[config.mk]
export PLATFORM = sky130hd
export DESIGN_NAME = hazard_ctrl
export DESIGN_NICKNAME = d
export VERILOG_FILES = /design/src/rtl/hazard_pkg.sv /design/src/rtl/hazard_fwd_sel.sv /design/src/rtl/hazard_ctrl.sv
export SDC_FILE = /design/constraint.sdc
export NUM_CORES = 1
export LEC_CHECK = 0
export ABC_AREA = 1
export BUFFER_PORTS_ARGS = -buffer_cell sky130_fd_sc_hd__buf_2
export CORE_MARGIN = 4
export CORE_UTILIZATION = 35
export DETAILED_ROUTE_END_ITERATION = 7
export MAX_ROUTING_LAYER = met4
export RECOVER_POWER = 25
export SETUP_SLACK_MARGIN = 0.15
export SKIP_LAST_GASP = 1
export SLEW_MARGIN = 25
export SYNTH_ARGS = -nofsm -noshare
export SYNTH_HDL_FRONTEND = slang
export SYNTH_SLANG_ARGS = --single-unit
[constraint.sdc]
create_clock -name clk -period 1.4 [get_ports clk]
set_input_delay 0.21 -clock clk [delete_from_list [all_inputs] [get_ports clk]]
set_output_delay 0.21 -clock clk [all_outputs]
set_load 0.005 [all_outputs]
[src/rtl/hazard_pkg.sv]
// Shared types for the pipeline hazard controller: forwarding selects,
// memory-freeze FSM states and the result-source encoding of a load.
package hazard_pkg;

  typedef enum logic [1:0] {
    FWD_RF = 2'b00,
    FWD_W  = 2'b01,
    FWD_M  = 2'b10
  } fwd_sel_e;

  typedef enum logic [1:0] {
    RUN,
    WAIT,
    FAULT
  } hz_state_e;

  localparam logic [1:0] RESULT_LOAD = 2'b01;

endpackage

[src/rtl/hazard_fwd_sel.sv]
// Forwarding select for one E-stage source operand. A younger producer in M
// wins over an older one in W; x0 is never forwarded.
module hazard_fwd_sel
  import hazard_pkg::*;
(
  input  logic [4:0] rsE,
  input  logic [4:0] rdM,
  input  logic       regwriteM,
  input  logic [4:0] rdW,
  input  logic       regwriteW,
  output fwd_sel_e   sel
);

  // Priority compare: M match first, then W, else register file.
  always_comb begin
    sel = FWD_RF;
    if (regwriteM && (rdM != 5'd0) && (rdM == rsE)) begin
      sel = FWD_M;
    end else if (regwriteW && (rdW != 5'd0) && (rdW == rsE)) begin
      sel = FWD_W;
    end
  end

endmodule

[src/rtl/hazard_ctrl.sv]
// Pipeline hazard controller for the five-stage RV32 core.
// Drives stall/flush of the F/D/E/M/W registers, E-stage forwarding selects,
// and a freeze FSM for multi-cycle data-memory accesses with timeout trap.
// Build option HAZARD_FWD_EN: when defined, operands are forwarded and only
// load-use stalls; when undefined, forwarding is off and any RAW dependency
// on E or M stalls D (W is covered by the write-through register file).
module hazard_ctrl
  import hazard_pkg::*;
#(
  parameter int MEM_TIMEOUT = 64,
  parameter int CNT_W       = 32
) (
  input  logic             clk,
  input  logic             rst,
  input  logic [4:0]       rs1D,
  input  logic [4:0]       rs2D,
  input  logic [4:0]       rs1E,
  input  logic [4:0]       rs2E,
  input  logic [4:0]       rdE,
  input  logic             regwriteE,
  input  logic [1:0]       result_srcE,
  input  logic             pc_srcE,
  input  logic [4:0]       rdM,
  input  logic             regwriteM,
  input  logic             memwriteM,
  input  logic [1:0]       result_srcM,
  input  logic             dmem_ready,
  input  logic [4:0]       rdW,
  input  logic             regwriteW,
  output logic             stallF,
  output logic             stallD,
  output logic             stallE,
  output logic             stallM,
  output logic             flushD,
  output logic             flushE,
  output logic             flushW,
  output logic [1:0]       forward_aE,
  output logic [1:0]       forward_bE,
  output logic             mem_fault,
  output logic [CNT_W-1:0] stall_count
);

  hz_state_e        state_reg, state_next;
  logic [31:0]      wait_cnt_reg, wait_cnt_next;
  logic             mem_fault_reg;
  logic [CNT_W-1:0] stall_count_reg;

  logic             mem_req;
  logic             freeze;
  logic             hazard;
  logic             timeout_hit;
  logic [1:0]       fwd_a, fwd_b;
  logic             d_uses_rdE;

  assign mem_req     = memwriteM | (result_srcM == RESULT_LOAD);
  assign freeze      = (state_reg == FAULT) | (mem_req & ~dmem_ready);
  assign d_uses_rdE  = (rdE != 5'd0) && ((rdE == rs1D) || (rdE == rs2D));
  // Fires on the WAIT cycle that brings the waiting count up to MEM_TIMEOUT.
  assign timeout_hit = (MEM_TIMEOUT != 0) && (wait_cnt_reg == 32'(MEM_TIMEOUT - 1));

`ifdef HAZARD_FWD_EN
  logic [4:0] rs_sel  [2];
  fwd_sel_e   fwd_sel [2];
  logic       fwd_unused;

  assign rs_sel[0] = rs1E;
  assign rs_sel[1] = rs2E;

  for (genvar gi = 0; gi < 2; gi++) begin : g_fwd
    hazard_fwd_sel u_sel (
      .rsE       (rs_sel[gi]),
      .rdM       (rdM),
      .regwriteM (regwriteM),
      .rdW       (rdW),
      .regwriteW (regwriteW),
      .sel       (fwd_sel[gi])
    );
  end

  assign fwd_a      = fwd_sel[0];
  assign fwd_b      = fwd_sel[1];
  // Only a load in E cannot be forwarded in time; rs2D compared conservatively.
  assign hazard     = (result_srcE == RESULT_LOAD) && d_uses_rdE;
  assign fwd_unused = regwriteE;
`else
  logic fwd_unused;

  assign fwd_a      = FWD_RF;
  assign fwd_b      = FWD_RF;
  // No bypass network: any pending E or M write to a D source must drain.
  assign hazard     = ((result_srcE == RESULT_LOAD) && d_uses_rdE)
                    || (regwriteE && d_uses_rdE)
                    || (regwriteM && (rdM != 5'd0) && ((rdM == rs1D) || (rdM == rs2D)));
  assign fwd_unused = ^{rs1E, rs2E, rdW, regwriteW};
`endif

  // Freeze FSM next state and waiting-cycle counter.
  always_comb begin
    state_next    = state_reg;
    wait_cnt_next = wait_cnt_reg;
    case (state_reg)
      RUN: begin
        wait_cnt_next = 32'd0;
        if (mem_req && !dmem_ready) state_next = WAIT;
      end
      WAIT: begin
        if (dmem_ready) begin
          state_next    = RUN;
          wait_cnt_next = 32'd0;
        end else begin
          wait_cnt_next = wait_cnt_reg + 32'd1;
          if (timeout_hit) state_next = FAULT;
        end
      end
      FAULT: begin
        state_next = FAULT;
      end
      default: begin
        state_next    = RUN;
        wait_cnt_next = 32'd0;
      end
    endcase
  end

  // Pipeline control outputs: reset, then freeze > redirect > data hazard.
  always_comb begin
    stallF     = 1'b0;
    stallD     = 1'b0;
    stallE     = 1'b0;
    stallM     = 1'b0;
    flushD     = 1'b0;
    flushE     = 1'b0;
    flushW     = 1'b0;
    forward_aE = FWD_RF;
    forward_bE = FWD_RF;
    if (rst) begin
      flushD = 1'b1;
      flushE = 1'b1;
      flushW = 1'b1;
    end else begin
      forward_aE = fwd_a;
      forward_bE = fwd_b;
      if (freeze) begin
        // E stays stalled, so a pending redirect survives the freeze.
        stallF = 1'b1;
        stallD = 1'b1;
        stallE = 1'b1;
        stallM = 1'b1;
        flushW = 1'b1;
      end else if (pc_srcE) begin
        flushD = 1'b1;
        flushE = 1'b1;
      end else if (hazard) begin
        stallF = 1'b1;
        stallD = 1'b1;
        flushE = 1'b1;
      end
    end
  end

  // State register, sticky fault flag and wrapping stall-cycle counter.
  always_ff @(posedge clk) begin
    if (rst) begin
      state_reg       <= RUN;
      wait_cnt_reg    <= 32'd0;
      mem_fault_reg   <= 1'b0;
      stall_count_reg <= '0;
    end else begin
      state_reg     <= state_next;
      wait_cnt_reg  <= wait_cnt_next;
      mem_fault_reg <= mem_fault_reg | (state_next == FAULT);
      if (stallF) stall_count_reg <= stall_count_reg + CNT_W'(1);
    end
  end

  assign mem_fault   = mem_fault_reg;
  assign stall_count = stall_count_reg;

endmodule

; ---- After elaboration in Yosys (flattened, before gate mapping)
; Cells that the tools add are included.
[totals]
reg_bits = 67
inputBits = 47
out_inout_bits = 44
[op_classes]
n_addsub = 2
eq_ne = 10
muxes = 19
bitwise_logic = 5
reduce_logical = 14
[op_table]
columns = cell, count
row1 = $add A32 B1 Y32 const B, 2
row2 = $pmux W32 S2, 1
row3 = $eq A32 B6 Y1 const B, 1
row4 = $mux W32, 1
row5 = $eq A5 B5 Y1, 4
row6 = $mux W1, 13
row7 = $reduce_bool A5 Y1, 2
row8 = $eq A2 B1 Y1 const B, 3
row9 = $logic_and A1 B1 Y1, 6
row10 = $mux W2, 3
row11 = $pmux W2 S3, 1
row12 = $eq A2 B2 Y1 const B, 2
row13 = $logic_or A1 B1 Y1, 4
row14 = $or A1 B1 Y1, 3
row15 = $logic_not A2 Y1, 1
row16 = $and A1 B1 Y1, 1
row17 = $logic_not A1 Y1, 1
row18 = $not A1 Y1, 1

; ---- Longest topological paths before layout
; Gate-level depths: netlist (run 1).
[logic_depth]
ltp_word = 10
ltp_mapped = 12
mapped_depth_nobuf = 12

; ---- Worst setup path before layout (run 1)
; Ideal clock, no wire load.
[synth_path]
path_kind = reg2reg
start = register stall_count_reg[0] (netlist: stall_count[0])
end = register stall_count_reg[14] (netlist: stall_count[14])
setup_time_ns = 0.071
arrival_time_ns = 1.542
required_ns = 1.329
setup_slack_ns = -0.213
path_stages_with_launch = 9
cell_sequence = dfxtp_1 -> ha_1 -> nand3_2 -> nor2_2 -> inv_2 -> nor2_2 -> xor2_1 -> nand3_1 -> a21oi_1
[synth_via]
elab_chain_len = 1
[synth_lines]
columns = item, line_no
row1 = start: declaration, hazard_ctrl.sv:46  ; logic [CNT_W-1:0] stall_count_reg;
row2 = start signal: assignment, hazard_ctrl.sv:172  ; if (stallF) stall_count_reg <= stall_count_reg + CNT_W'(1);
row3 = $add A32 B1 Y32, hazard_ctrl.sv:172
; No other way between the ends.
; A chain may end at the register's enable or synchronous reset.

; ---- Worst setup path after layout (run 1)
[layout_path]
start = register state_reg[1]
end = output port stallF
[layout_via]
elab_chain_len = 4
[layout_lines]
columns = item, line_no
row1 = start: declaration, hazard_ctrl.sv:43  ; hz_state_e state_reg, state_next;
row2 = start signal: assignment, hazard_ctrl.sv:169  ; state_reg <= state_next;
row3 = $eq A2 B2 Y1, hazard_ctrl.sv:56  ; assign freeze = (state_reg == FAULT) | (mem_req & ~dmem_ready);
row4 = $or A1 B1 Y1, hazard_ctrl.sv:56
row5 = $mux W1, hazard_ctrl.sv:143  ; if (freeze) begin
row6 = $mux W1, hazard_ctrl.sv:136  ; if (rst) begin
row7 = end: declaration, hazard_ctrl.sv:30  ; output logic stallF,
; No other way between the ends.

==> metrics, run 1 <==
Vias/cell=5.11; Clock Sinks=67; Hold Path Depth=5; Area growth, synth to finish=73.6%; Synth Register Bits=67; # hold bufs at CTS=0; Placed Area=6310 um^2; Finished Core Util=62.0%; DP Cell Count=1110; status=finished with violations; Reg clk slew, reported paths=0.06 ns; Crit Path Max Fanout=4; Initial Util=35.7%; pre-CTS setup slack=-0.148 ns; WL per Instance=15.0 um; sequential area share after synthesis=28.5%; diodes inserted=0; min-delay worst type=in -> reg; most common cell after layout, fill and taps aside=nand2_1; Pre-antenna DRT Iters=7; RR Endpoint=wait_cnt_reg[18]; Syn. warnings=0; Area contributors post-synth=dfxtp_1, nand2_1, nand3_1; Final ANT Viol Nets=0; peak supply drop=0.000494 V; P_leak=3.64 nW; Total Die Area=15400 um^2; final hold slack=0.342 ns; drt drc=0; overflow left after global routing=0; Synth top area share=28.5%; H-tree depth=3; GRT Total Usage=22.2%; routed wire length=17.9 mm; synthesized area=4710 um^2; power per cell area=587 nW/um^2; min Tclk post-route=1.55 ns; layout cell share with drive strength beyond 1=51.4%; nets@finish=1055; Power Total=4.80 mW; num ports=91; TritonCTS buffer count=9; FMAX=646 MHz; Core Footprint=13200 um^2; crit path DAT=1.34 ns; post-route insts no fill=1187; clk buf depth=2; failing checks=setup timing; Mapped Cells=779; IO buf count=70; Final Hold Viols=0; vias=6063; final instance area=8180 um^2; DR iter-0 viols=420; endpoints failing setup=47; RSZ-0062 raised after global routing=yes; syn avg cell area=6.05 um^2; initial antenna violation count=0; Synth cell types=39; CP Data Required Time=1.19 ns; gpl congestion=0.917; WS Path Type=reg -> out; Setup WS post-layout=-0.149 ns; Die Y=124 um; HPWL Detailed=11.2 mm; Setup TNS Final=-2.80 ns; CTS tree=done; vias in the first global route=5475; MaxCap Viol Count=0; Synth area leader=dfxtp_1; Tcrit/Tclk final=111%; r2r worst-path depth=8; crit end category=output port; CTS Root Cell=clkbuf_16; die width=124 um; Hold Path End=state_reg[0]; worst reg2reg startpoint=wait_cnt_reg[1]; reg-to-reg slack, setup=-0.15 ns; maximum number of pins on one net before global-route repair=52; most frequent cells in the layout=nand2_1, buf_4, buf_2; FILL cells=1097; Row Count=42; Max Transition Viols Final=0; CP startpoint kind=flop; Hold Crit Start=dmem_ready; clk_lat worst skew=0.34 ns; first-pass GRT wire length=26.3 mm; Setup crit start=state_reg[1]; Clock Skew=0.00792 ns
==> per-layer routing <==
layer	part of all wire, %	global-route usage [%]
met1	40	25.6
met5	0	-
met3	4.6	3.36
met4	4.2	8.90
met2	51	38.6
==> synth_stat cells <==
library cell and instances:
o21ai_0 18, xor2_1 12, nand2_4 1, nand4_1 14
buf_2 9, o311ai_0 1, a22oi_1 2, nand3b_1 13
nand3_1 72, or2_2 3, nor3_2 4, a21oi_1 59
nor3_1 22, nor2_1 73, nor2_4 1, o21ai_1 2
nor3_4 2, a21oi_2 2, dfxtp_1 67, clkbuf_1 8
o21a_1 1, nor2_2 10, buf_4 10, a221oi_1 3
nand2_1 253, a31oi_1 2, and3_1 1, buf_6 1
inv_1 75, o21ai_2 1, o211ai_1 1, nor4_1 5
nand3_2 4, nand2_2 4, conb_1 1, inv_2 7
ha_1 2, xnor2_1 8, nor3b_1 5
==> critical path, stage by stage, from the launching register on <==
cell and delay, ns:
dfxtp_2 0.33, inv_2 0.05, nor2_4 0.13, nor2_4 0.05, nand2_2 0.07, nand2_2 0.07
inv_4 0.08, nand2_4 0.06, inv_4 0.06, buf_6 0.08
==> cell type report <==
| cell class | instances | area [um^2] | share of cell area (%) |
|---|---|---|---|
| clock buffer | 11 | 243 | 2.97 |
| clock inverter | 5 | 53.8 | 0.658 |
| inverter | 82 | 343 | 4.19 |
| multi-input combinational | 605 | 3880 | 47.4 |
| sequential | 67 | 1460 | 17.9 |
| tap | 176 | 220 | 2.69 |
| timing repair buffer | 241 | 1980 | 24.2 |
==> logic make-up after synthesis <==
family / after synthesis / share of synthesized area, %
and+or+nand+nor: 487 / 46.6
buffers and inverters: 110 / 9.96
AOI/OAI and AO/OA: 92 / 10.6
DFF: 67 / 28.5
xor gates and xnor gates: 20 / 3.72
adders and majority gates: 2 / 0.531
other: 1 / 0.0796
==> how the worst max path moves through the flow <==
stage          slack, ns  cells past startpoint          endpoint
2_1_floorplan    -0.0002                      8  wait_cnt_reg[18]
3_3_place_gp       -0.12                     11   stall_count[16]
3_5_place_dp       -0.15                     13   stall_count[31]
4_1_cts            -0.13                      9            stallD
5_1_grt            -0.24                      8  wait_cnt_reg[18]
6_report           -0.15                      9            stallF
==> where the power goes <==
group / total (mW) / internal, mW / switching, mW / leakage, nW
Combinational: 0.599 / 0.272 / 0.327 / 2.93
Sequential: 1.88 / 1.87 / 0.0102 / 0.570
Clock: 2.32 / 1.42 / 0.904 / 0.141
==> repair_timing <==
action                                  4_1_cts  5_1_grt
hold endpoints to repair                      0        0
endpoints found under the setup margin       70       74
setup buffers                                31       25
gates cloned                                  3        2
gates resized for setup                     154      141
pin swaps                                    56       95
No activity file was read; power rests on OpenSTA's default activity.
==> run 2, diff against run 1 <==
ABC_AREA = default   (was 1)
SETUP_SLACK_MARGIN = 0.2   (was 0.15)
==> run 2 against run 1 <==
Net effect:
- utilization up 5.3 points
- highest routed layer unchanged
- clock skew hardly changed
- final cell count decreased by 23%
- the flow still finishes with violations (setup timing)
- critical endpoint is now stall_count[24]
==> metrics, run 2 <==
Setup TNS Final=-27.12 ns (-24.32 ns); maximum number of pins on one net before global-route repair=57 (+9.6%); FMAX=480 MHz (-26%); Initial Util=35.7% (about the same); GRT Total Usage=22.8% (+0.61 points); max_slew headroom=55.0%; P_leak=3.30 nW (-9.4%); crit end category=flop; Core Footprint=11400 um^2 (-13%); Synth Register Bits=67 (unchanged); WL per Instance=18.9 um (+25%); r2r worst-path depth=6 (-2); layout cell share with drive strength beyond 1=61.1% (+9.6 points); HPWL Detailed=9.22 mm (-18%); gpl congestion=0.841 (-8.4%); sequential area share after synthesis=32.9% (+4.4 points); CTS tree=done; min-delay worst type=in -> reg; Crit Path Max Fanout=6 (+2); RSZ-0062 raised after global routing=yes; top-count cell post-synth=dfxtp_1; Clock Sinks=67 (unchanged); Synth cell types=68 (+74%); Pre-antenna DRT Iters=5 (-2); synth cell count leaders=dfxtp_1, nor2_1, nand2_1, nand3_1, a21oi_1; MaxCap Viol Count=0 (unchanged); initial antenna violation count=0 (unchanged); Vias/cell=5.68 (+11%); Final ANT Viol Nets=0 (unchanged); vias in the first global route=5000 (-8.7%); prevailing post-synth register cell=dfxtp_1; DR iter-0 viols=439 (+4.5%); routed wire length=17.3 mm (-3.3%); Post-synth EDFFs=0 (unchanged); Row Count=39 (-7.1%); Reg clk slew, reported paths=0.06 ns (about the same); crit path DAT=2.32 ns (+0.98 ns); clk buf depth=2 (unchanged); Mapped Cells=506 (-35%); synthesized area=4080 um^2 (-13%); worst slew pin tran=0.675 ns; vias=5204 (-14%); nets@finish=817 (-23%); H-tree depth=3 (unchanged); num ports=91 (unchanged); Final Hold Viols=0 (unchanged); CTS Root Cell=clkbuf_16; power per cell area=689 nW/um^2 (+17%); Synth top area share=32.9% (+4.4 points); die width=116 um (-6.5%); Syn. warnings=0 (unchanged); TritonCTS buffer count=9 (unchanged); Die Y=116 um (-6.5%); RR Endpoint=stall_count[24]; Synth area leader=dfxtp_1; status=finished with violations; Area growth, synth to finish=88.2%; first-pass GRT wire length=23.7 mm (-9.6%); # hold bufs at CTS=0 (unchanged); most frequent cells in the layout=buf_4, buf_2, nand2_1; capture point of the worst path=stall_count[24]; diodes inserted=0 (unchanged); WS Path Type=reg -> reg; most common cell after layout, fill and taps aside=buf_4; final hold slack=0.201 ns (-0.140 ns); peak supply drop=0.000464 V (-5.9%); Async S/R FF share, synth=0% (unchanged); min Tclk post-route=2.09 ns (+0.536 ns); Setup crit start=stall_count[1]; CP startpoint kind=flop; failing checks=setup timing; Area contributors post-synth=dfxtp_1, nor2_1, xnor2_1; Clock Skew=0.00804 ns (+0.000121 ns); Max Transition Viols Final=0 (unchanged); Setup WS post-layout=-0.685 ns (-0.536 ns); IO buf count=70 (unchanged); Tcrit/Tclk final=149% (+38 points); clk_lat worst skew=0.34 ns (about the same); Total Die Area=13400 um^2 (-13%); reg-to-reg slack, setup=-0.69 ns (-0.54 ns); syn avg cell area=8.06 um^2 (+33%); endpoints failing setup=70 (+49%); worst reg2reg startpoint=stall_count[1]; overflow left after global routing=0 (unchanged); CP Data Required Time=1.63 ns (+0.44 ns); drt drc=0 (unchanged)
[run 2: cell count changes in the layout (fill, tap and decap cells not counted), moves of 16 or more]
cell     delta
nand2_1   -167
nor2_2     -19
dfxtp_1    +16
inv_1      -45
nor2b_1    +18
dfxtp_4    -23
a21oi_1    -28
buf_4      +34
inv_2      -17
nor2_4     -25
nand2_2    -31
nand3_1    -33
[run 2: worst max-delay path: stages, from the launching register on]
cell and delay (ns):
dfxtp_1 0.35, ha_1 0.21, nand4_1 0.22, or4_4 0.56
buf_6 0.17, a21oi_4 0.16, mux2_4 0.31
[run 2: metal layers]
| metal | GRT usage [%] | vias to the layer above | wire length [um] |
|---|---|---|---|
| met5 | - | - | 0 |
| met1 | 25.8 | 2606 | 6970 |
| met2 | 39.6 | 160 | 9150 |
| li1 | - | 2400 | - |
| met3 | 3.66 | 38 | 755 |
| met4 | 9.90 | 0 | 403 |
[run 2: repair_timing]
action / 4_1_cts / 5_1_grt
gates cloned: 4 / 1
setup buffers: 40 / 22
setup endpoints to repair: 73 / 75
pin swaps: 70 / 47
gates resized for setup: 134 / 84
[run 2: stage by stage]
| stage | instances | setup WS (ns) | util, % | cell area [um^2] | power, mW |
|---|---|---|---|---|---|
| after global placement | 833 | -0.784 | 50.5 | 5770 | 2.44 |
| final | 916 | -0.685 | 67.3 | 7680 | 5.29 |
| after detailed placement | 833 | -0.847 | 50.5 | 5770 | 2.45 |
| after floorplan | 509 | -0.741 | - | 4320 | 2.22 |
| after global routing | 916 | -0.722 | 67.3 | 7680 | 5.42 |
| after CTS | 893 | -0.630 | 62.0 | 7080 | 5.15 |
[run 2: cells by family after synthesis]
group | after synthesis | share of synthesized area, %
simple gates | 226 | 28.8
compound gates | 123 | 21.8
flops | 67 | 32.9
buf+inv | 42 | 5.00
xor+xnor | 25 | 5.37
mux | 20 | 5.40
fa+ha+maj | 2 | 0.613
other cells | 1 | 0.0919
[run 2: final cells by class]
type | count | area [um^2]
multi-input cells | 400 | 3460
clock buffers | 12 | 256
fillers | 775 | 3740
clock inverters | 4 | 72.6
flip-flops and latches | 67 | 1380
inverters | 9 | 33.8
well taps | 143 | 179
repair buffers | 281 | 2300
[run 2: worst min-delay path by stage]
stage,start,to,slack (ns),depth (start not counted)
after floorplan,dmem_ready,state_reg[0],0.29,1
after global placement,stall_count[8],stall_count[8],0.47,1
after detailed placement,stall_count[8],stall_count[8],0.49,1
after CTS,dmem_ready,state_reg[0],0.16,3
after global routing,dmem_ready,state_reg[0],0.21,3
final,dmem_ready,state_reg[0],0.20,3
[run 2: power by group]
| group | leakage [nW] | internal, mW | total (mW) | switching (mW) |
|---|---|---|---|---|
| sequential | 0.555 | 1.91 | 1.92 | 0.00578 |
| combinational | 2.59 | 0.406 | 0.818 | 0.412 |
| clock | 0.159 | 1.66 | 2.56 | 0.902 |
==> run 3, diff against run 2 <==
--- a/config.mk
+++ b/config.mk
@@ -14,5 +14,5 @@
 export SETUP_SLACK_MARGIN = 0.2
 export SKIP_LAST_GASP = 1
-export SLEW_MARGIN = 25
+export SLEW_MARGIN = 30
 export SYNTH_ARGS = -nofsm -noshare
 export SYNTH_HDL_FRONTEND = slang
==> constraint.sdc (replaced) <==
create_clock -name clk -period 1.4 [get_ports clk]
set_input_delay 0.28 -clock clk [delete_from_list [all_inputs] [get_ports clk]]
set_output_delay 0.28 -clock clk [all_outputs]
set_load 0.005 [all_outputs]
==> run 3 against run 2 <==
Net effect:
- the run still ends with setup timing left
- critical endpoint is now stall_count[20]
- setup slack got worse by 0.017 ns
- final cell count rose by 1.2%
- maximum frequency is 0.80% lower
- critical path depth grew 4
- clock power shrank 13%
- die area unchanged
- largest cell class unchanged
- largest power group unchanged
==> metrics, run 3 (synthesis gave the netlist of run 2 again) <==
DR iter-0 viols=445 (+1.4%); Row Count=39 (unchanged); Hold Crit Start=dmem_ready; Setup TNS Final=-29.84 ns (-2.72 ns); failing checks=setup timing; crit path DAT=2.34 ns (+0.02 ns); Vias/cell=5.87 (+3.3%); Final Hold Viols=0 (unchanged); Final ANT Viol Nets=0 (unchanged); Setup WS post-layout=-0.702 ns (-0.0167 ns); Reg clk slew, reported paths=0.06 ns (about the same); RR Endpoint=stall_count[20]; min-delay worst type=in -> reg; endpoints failing setup=67 (-4.3%); routed wire length=18.7 mm (+8.2%); layout cell share with drive strength beyond 1=61.9% (+0.80 points); Crit Path Max Fanout=6 (unchanged); worst reg2reg startpoint=state_reg[1]; overflow left after global routing=0 (unchanged); Area growth, synth to finish=93.0%; CP startpoint kind=input pin; IO buf count=70 (unchanged); WS Path Type=in -> reg; crit end category=flop; Finished Core Util=69.0% (+1.7 points); power per cell area=637 nW/um^2 (-7.5%); min Tclk post-route=2.10 ns (+0.0167 ns); Pre-antenna DRT Iters=7 (+2); reg-to-reg slack, setup=-0.69 ns (about the same); most frequent cells in the layout=buf_4, buf_6, buf_2; final hold slack=0.264 ns (+0.0628 ns); clk buf depth=2 (unchanged); WL per Instance=20.2 um (+6.9%); die width=116 um (unchanged); HPWL Detailed=9.13 mm (-1.0%); Clock Skew=0.00900 ns (+0.000955 ns); TritonCTS buffer count=9 (unchanged); nets@finish=828 (+1.3%); peak supply drop=0.000554 V (+19%); Die Y=116 um (unchanged); diodes inserted=0 (unchanged); CP Data Required Time=1.63 ns (about the same); Max Transition Viols Final=0 (unchanged); P_leak=3.38 nW (+2.5%); Tcrit/Tclk final=150% (+1.2 points); gpl congestion=0.864 (+2.7%); # hold bufs at CTS=0 (unchanged); Core Footprint=11400 um^2 (unchanged); Initial Util=35.7% (unchanged); Total Die Area=13400 um^2 (unchanged); first-pass GRT wire length=24.0 mm (+1.3%); maximum number of pins on one net before global-route repair=41 (-28%); most common cell after layout, fill and taps aside=buf_4; vias in the first global route=4909 (-1.8%); Hold Path Depth=3 (unchanged); H-tree depth=3 (unchanged); vias=5439 (+4.5%); GRT Total Usage=23.3% (+0.45 points); initial antenna violation count=0 (unchanged); MaxCap Viol Count=0 (unchanged); drt drc=0 (unchanged); FMAX=476 MHz (-0.80%); Hold Path End=state_reg[0]; r2r worst-path depth=7 (+1); Clock Sinks=67 (unchanged); status=finished with violations; CTS tree=done; CTS Root Cell=clkbuf_16; num ports=91 (unchanged); RSZ-0062 raised after global routing=yes; clk_lat worst skew=0.35 ns (about the same)
-- run 3: what timing repair did --
item / 4_1_cts / 5_1_grt
buffers inserted: 39 / 25
cloned: 5 / 4
setup endpoints to repair: 90 / 98
resized for setup: 148 / 123
pin swaps: 53 / 56
-- run 3: where the power goes --
group	internal [mW]	switching, mW
sequential	1.91	0.00714
combinational	0.432	0.441
clock	1.26	0.965
total	3.60	1.41
-- run 3: worst max-delay path by stage --
stage	from	end	slack (ns)	depth (start not counted)
6_report	rdM[2]	stall_count[20]	-0.70	10
5_1_grt	rdM[2]	stallF	-0.73	8
4_1_cts	rdM[2]	stall_count[18]	-0.66	10
3_5_place_dp	result_srcM[0]	stall_count[14]	-0.95	9
3_3_place_gp	rdE[0]	stall_count[14]	-0.86	7
2_1_floorplan	result_srcM[0]	stall_count[30]	-0.75	9
-- run 3: layer usage --
metal	part of all wire (%)	global-route usage (%)	wire length, um	vias up
met5	0	-	0	-
met4	5.7	9.98	1060	0
met3	5.9	4.49	1090	102
met2	51	39.1	9500	289
met1	38	27.0	7030	2630
li1	-	-	-	2418
-- run 3: through the flow --
stage	setup slack, ns	power, mW	cells	area, um^2
3_3_place_gp	-0.864	2.43	838	5790
6_report	-0.702	5.02	927	7870
5_1_grt	-0.731	5.17	927	7870
3_5_place_dp	-0.946	2.44	838	5790
2_1_floorplan	-0.749	2.22	509	4330
4_1_cts	-0.663	4.84	898	7100
-- run 3: cell type report --
| class | count | area, um^2 |
|---|---|---|
| fillers | 796 | 3540 |
| inverters | 9 | 33.8 |
| flip-flops and latches | 67 | 1400 |
| well taps | 143 | 179 |
| clock inverters | 6 | 47.5 |
| multi-input cells | 401 | 3400 |
| repair buffers | 291 | 2580 |
| clock buffers | 10 | 239 |
-- run 3: critical path: stages --
cell and delay (ns):
buf_6 0.10, or4_4 0.52, o21a_1 0.25, buf_4 0.18
o311a_4 0.14, a31oi_4 0.22, buf_6 0.14, buf_12 0.13
a21oi_2 0.07, mux2_4 0.30
